--- config.mk ---
export PLATFORM = sky130hd
export DESIGN_NAME = keypad_scanner
export DESIGN_NICKNAME = d
export VERILOG_FILES = /design/src/rtl/keypad_scanner.sv
export SDC_FILE = /design/constraint.sdc
export NUM_CORES = 1
export LEC_CHECK = 0
export CAP_MARGIN = 20
export CORE_MARGIN = 2
export CORE_UTILIZATION = 50
export DETAILED_ROUTE_END_ITERATION = 7
export PLACE_DENSITY = 0.68
export SLEW_MARGIN = 20
export SYNTH_ARGS = -nofsm -noshare
export SYNTH_HDL_FRONTEND = slang
export SYNTH_SLANG_ARGS = --single-unit
export TNS_END_PERCENT = 100
--- constraint.sdc ---
create_clock -name clk -period 4.7 [get_ports clk]
set_input_delay 0.94 -clock clk [delete_from_list [all_inputs] [get_ports clk]]
set_output_delay 0.94 -clock clk [all_outputs]
set_load 0.01 [all_outputs]
--- src/rtl/keypad_scanner.sv ---
// 4x4 matrix keypad scanner with full-scan debouncing; reports one held key as a level.
// Optional KEYPAD_STROBE_EN adds key_strobe, a one-cycle pulse when keypad_pressed rises.
module keypad_scanner #(
  parameter int SCAN_DIV       = 27000,
  parameter int DEBOUNCE_SCANS = 8
) (
  input  logic       clk,
  input  logic       rst,
  input  logic [3:0] col_n,
  output logic [3:0] row_n,
  output logic       keypad_pressed,
  output logic [4:0] key
`ifdef KEYPAD_STROBE_EN
  ,
  output logic       key_strobe
`endif
);

  localparam int              SLOT_W    = (SCAN_DIV > 1) ? $clog2(SCAN_DIV) : 1;
  localparam logic [SLOT_W-1:0] SLOT_LAST = SLOT_W'(SCAN_DIV - 1);
  localparam logic [7:0]      DEB       = 8'(DEBOUNCE_SCANS);
  localparam logic [4:0]      KEY_NONE  = 5'd31;

  typedef enum logic [1:0] {IDLE, PRESS_P, HELD, REL_P} state_t;

  function automatic logic [4:0] key_code(input logic [1:0] r, input logic [1:0] c);
    logic [4:0] code;
    case ({r, c})
      4'd0:  code = 5'd1;
      4'd1:  code = 5'd2;
      4'd2:  code = 5'd3;
      4'd3:  code = 5'd10;
      4'd4:  code = 5'd4;
      4'd5:  code = 5'd5;
      4'd6:  code = 5'd6;
      4'd7:  code = 5'd11;
      4'd8:  code = 5'd7;
      4'd9:  code = 5'd8;
      4'd10: code = 5'd9;
      4'd11: code = 5'd12;
      4'd12: code = 5'd14;
      4'd13: code = 5'd0;
      4'd14: code = 5'd15;
      4'd15: code = 5'd13;
    endcase
    return code;
  endfunction

  logic [3:0]        col_meta, col_sync;
  logic [SLOT_W-1:0] slot;
  logic [1:0]        row;
  logic [1:0]        acc_cnt;
  logic [4:0]        acc_code;

  logic [3:0] hits;
  logic [2:0] hit_cnt;
  logic [1:0] hit_col;
  logic [1:0] base_cnt;
  logic [2:0] sum_cnt;
  logic [1:0] total_cnt;
  logic [4:0] scan_code;
  logic       sample, scan_done;

  always_comb begin
    hits    = ~col_sync;
    hit_cnt = {2'b00, hits[0]} + {2'b00, hits[1]} + {2'b00, hits[2]} + {2'b00, hits[3]};
    hit_col = 2'd0;
    for (int i = 3; i >= 0; i--) begin
      if (hits[i]) hit_col = 2'(i);
    end
    // Contact count saturates at 2: anything beyond one closure is just MULTI.
    base_cnt  = (row == 2'd0) ? 2'd0 : acc_cnt;
    sum_cnt   = {1'b0, base_cnt} + hit_cnt;
    total_cnt = (sum_cnt >= 3'd2) ? 2'd2 : sum_cnt[1:0];
    scan_code = (base_cnt == 2'd1) ? acc_code : key_code(row, hit_col);
    sample    = (slot == SLOT_LAST);
    scan_done = sample && (row == 2'd3);
    row_n     = ~(4'b0001 << row);
  end

  always_ff @(posedge clk or posedge rst) begin
    if (rst) begin
      col_meta <= 4'hF;
      col_sync <= 4'hF;
      slot     <= '0;
      row      <= 2'd0;
      acc_cnt  <= 2'd0;
      acc_code <= 5'd0;
    end else begin
      col_meta <= col_n;
      col_sync <= col_meta;
      if (sample) begin
        slot     <= '0;
        row      <= row + 2'd1;
        acc_cnt  <= total_cnt;
        acc_code <= scan_code;
      end else begin
        slot <= slot + SLOT_W'(1);
      end
    end
  end

  state_t     state, state_n;
  logic [4:0] cand, cand_n;
  logic [7:0] cnt, cnt_n, cnt_inc;
  logic       pressed_n;
  logic [4:0] key_n;
  logic       is_key, match;

  always_ff @(posedge clk or posedge rst) begin
    if (rst) begin
      state          <= IDLE;
      cand           <= 5'd0;
      cnt            <= 8'd0;
      keypad_pressed <= 1'b0;
      key            <= KEY_NONE;
    end else begin
      state          <= state_n;
      cand           <= cand_n;
      cnt            <= cnt_n;
      keypad_pressed <= pressed_n;
      key            <= key_n;
    end
  end

  always_comb begin
    state_n   = state;
    cand_n    = cand;
    cnt_n     = cnt;
    pressed_n = keypad_pressed;
    key_n     = key;
    cnt_inc   = cnt + 8'd1;
    is_key    = (total_cnt == 2'd1);
    match     = is_key && (scan_code == cand);
    if (scan_done) begin
      unique case (state)
        IDLE: if (is_key) begin
          cand_n = scan_code;
          cnt_n  = 8'd1;
          if (DEB <= 8'd1) begin
            state_n   = HELD;
            pressed_n = 1'b1;
            key_n     = scan_code;
          end else begin
            state_n = PRESS_P;
          end
        end
        PRESS_P: if (match) begin
          cnt_n = cnt_inc;
          if (cnt_inc >= DEB) begin
            state_n   = HELD;
            pressed_n = 1'b1;
            key_n     = cand;
          end
        end else begin
          state_n = IDLE;
        end
        HELD: if (!match) begin
          cnt_n = 8'd1;
          if (DEB <= 8'd1) begin
            state_n   = IDLE;
            pressed_n = 1'b0;
            key_n     = KEY_NONE;
          end else begin
            state_n = REL_P;
          end
        end
        REL_P: if (match) begin
          state_n = HELD;
        end else begin
          cnt_n = cnt_inc;
          if (cnt_inc >= DEB) begin
            state_n   = IDLE;
            pressed_n = 1'b0;
            key_n     = KEY_NONE;
          end
        end
      endcase
    end
  end

`ifdef KEYPAD_STROBE_EN
  always_ff @(posedge clk or posedge rst) begin
    if (rst) key_strobe <= 1'b0;
    else     key_strobe <= pressed_n && !keypad_pressed;
  end
`endif

endmodule

==> flow_metrics.py <==
metrics = {
    "yosys": {
        "synth-seq-cells": 53,
        "ys.flop_type": "dfrtp_1",
        "synthAdderAreaFrac_pct": 6.99,
        "ys_warn_count": 0,
        "yosys.area_share.simple_pct": 20.9,
        "synth-edff-count": 0,
        "synthXorXnorAreaFrac_pct": 5.78,
        "yosysTopAreaCellShare_pct": 33.3,
        "yosys-top-cells-area": "dfrtp_1 33%, dfstp_2 11%, ha_1 5.0%",
        "yosysTopAreaCell": "dfrtp_1",
        "ys_types": 52,
        "seq_area_frac_synth_pct": 44.6,
        "avgSynthCellArea_um2": 9.83,
        "async_reset_ff_share_pct": 100,
        "syn_inst": 306,
        "synth-compound-area-share_pct": 12.8,
        "synth_top_family_by_area": "simple AND/OR/NAND/NOR gates",
        "synth_fp_nets": 327,
        "muxShareOfSynthArea_pct": 4.32,
        "synthesis.area_um2": 3010,
    },
    "timing": {
        "grt_setup_unrepaired": "false",
        "fin_crit_sh_pct": 88.6,
        "slew_violations": 0,
        "finalSetupViolations": 0,
        "fin_crit_ps": 4160,
        "worst_pin_slew_ps": 872,
        "finalHoldViolations": 0,
        "relSlewSlack_pct": 41.8,
        "hold_ws_ps": 359,
        "clock-skew-final_ps": 9.37,
        "fmax_mhz": 240,
        "final.setup.tns_ps": 0,
    },
    "outcome": {
        "outcome": "finished, final reports clean",
    },
    "worst_hold_path": {
        "hold_class": "reg -> reg",
        "hold_depth": 0,
    },
    "clocking": {
        "clk_pin_slew_ps": 90,
        "cts_tree": "yes",
        "insertion_delay_ps": 310,
        "cts_resized": 0,
        "cts_buffers": 5,
        "clk_path_buf_depth": 2,
        "root_buffer": "clkbuf_8",
        "clock_sinks": 53,
        "cts_hold_buf": 0,
        "htree_levels": 2,
        "cts_setup_buffers": 0,
    },
    "finish": {
        "final_common_cell": "dfrtp_1",
        "areaGrowthSynthToFinish_pct": 9.15,
        "drive_above_1_share_pct": 12.3,
        "mostFrequentLayoutCells": "40 x dfrtp_1, 34 x nand2_1, 22 x nor2_1",
        "nNetsFinal": 336,
        "antenna_cells": 0,
    },
    "power": {
        "power.leakage_nw": 1.45,
        "finalPower_uw": 775,
        "ir_drop_v": 0.000122,
        "p_per_area_nw_per_um2": 236,
    },
    "floorplanning": {
        "die_h_um": 81.6,
        "core_um2": 5850,
        "rows": 28,
        "initial_core_util_pct": 51.4,
        "die_width_um": 81.6,
        "ios": 16,
        "die_area_um2": 6650,
    },
    "critical_path": {
        "critical_path_class": "reg -> reg",
        "worstPathArrival_ps": 4390,
        "worst-r2r-cell-count": 13,
        "required_ps": 4920,
        "end_kind": "flip-flop",
        "worst_setup_path_start_kind": "flip-flop",
        "crit_path_max_fanout": 10,
    },
    "grt": {
        "grt_max_degree": 54,
        "grtUsageTotal_pct": 18.5,
        "antenna_found_initial": 0,
        "grt_pass1_vias": 2145,
        "grt_pass1_wl_um": 9610,
        "gr-total-overflow": 0,
    },
    "drt": {
        "first_pass_iters": 5,
        "drt_iter0_markers": 132,
        "detail_route.wl_per_cell_um": 13.6,
        "drc": 0,
        "wl_um": 5310,
        "postRouteAntennaNets": 0,
        "vias_per_cell": 5.48,
        "num_vias": 2141,
    },
    "flow_run": {
        "cap_violations": 0,
    },
    "place": {
        "gp_congestion": 0.830,
        "hpwlAfterDp_um": 3750,
        "io_buffers": 15,
    },
}
## cell usage after synthesis, types with 3 or more instances
| cell | count |
|---|---|
| dfrtp_1 | 40 |
| nand2_1 | 34 |
| nor2_1 | 22 |
| inv_1 | 18 |
| o21ai_0 | 15 |
| nand3_1 | 14 |
| xor2_1 | 14 |
| dfstp_2 | 13 |
| ha_1 | 12 |
| clkbuf_1 | 8 |
| or3_1 | 8 |
| a21oi_1 | 7 |
| mux2i_1 | 7 |
| or2_2 | 7 |
| a31oi_1 | 6 |
| o311a_1 | 6 |
| nand2b_1 | 5 |
| nor2b_1 | 5 |
| mux2_2 | 4 |
| nor3b_1 | 4 |
| xnor2_1 | 4 |
| and3_1 | 3 |
| buf_2 | 3 |
| fa_1 | 3 |
| nand3b_1 | 3 |
| nor3_1 | 3 |
| o21bai_1 | 3 |
| o221ai_1 | 3 |
## registers in the layout, indices dropped and copies added (netlist names), named ones only
| signal | count |
|---|---|
| acc_code | 5 |
| state | 1 |
| col_sync | 4 |
| cand | 5 |
| slot | 15 |
| row | 2 |
| acc_cnt | 2 |
| key | 5 |
| cnt | 8 |
| keypad_pressed | 1 |
| col_meta | 4 |
## final cells by class
cell class / count / area [um2]
clock inverters: 2 / 15.0
fillers: 536 / 2570
repair buffers: 16 / 158
well taps: 75 / 93.8
clock buffers: 6 / 72.6
multi-input cells: 221 / 1530
inverters: 18 / 68.8
flip-flops and latches: 53 / 1340
## metal layers
metal | part of all wire [%] | GRT usage [%]
met1 | 49 | 25.4
met2 | 47 | 30.2
met3 | 3.2 | 3.52
met4 | 1.1 | 5.17
met5 | 0 | 0
## per-stage QoR
step	std cells	setup slack, ps	area [um2]	utilization [%]
floorplan	306	1020	3010	-
global placement	383	643	3200	54.6
detailed placement	383	560	3200	54.6
CTS	391	508	3280	56.1
global route	391	146	3280	56.1
finish	391	536	3280	56.1
## power breakdown
| group | switching [mW] | internal [mW] |
|---|---|---|
| logic | 0.0326 | 0.0213 |
| clock network | 0.150 | 0.105 |
| registers | 0.00275 | 0.462 |
| total | 0.186 | 0.589 |
## worst max-delay path, stage by stage, from the launching register on
cell,delay [ps]
dfstp_2,590
inv_1,70
fa_1,540
inv_1,50
fa_1,370
inv_1,70
fa_1,430
nor3_1,420
nor3b_1,260
mux2_4,180
and4_1,440
a21boi_2,170
o2bb2ai_1,270
mux2i_1,240
## logic make-up (layout without fill, tap and decap cells)
family,after synthesis,after routing
AO/OA/AOI/OAI,54,54
AND/OR/NAND/NOR,121,121
XOR/XNOR,19,19
buffers and inverters,32,42
flip-flops,53,53
adder cells (fa/ha/maj),15,15
multiplexers,12,12
## worst paths after layout
path,start,end,slack (ps)
min in group asynchronous,rst,slot[8]$_DFF_PP0_,1090
max in group asynchronous,rst,slot[14]$_DFF_PP0_,3080
hold reg to reg,col_meta[2]$_DFF_PP1_,col_sync[2]$_DFF_PP1_,360
setup reg to reg,col_sync[0]$_DFF_PP1_,cnt[1]$_DFFE_PP0P_,540
setup / recovery,col_sync[0]$_DFF_PP1_,cnt[1]$_DFFE_PP0P_,540
hold / removal,col_meta[2]$_DFF_PP1_,col_sync[2]$_DFF_PP1_,360
No activity file was read; power rests on OpenSTA's default activity.
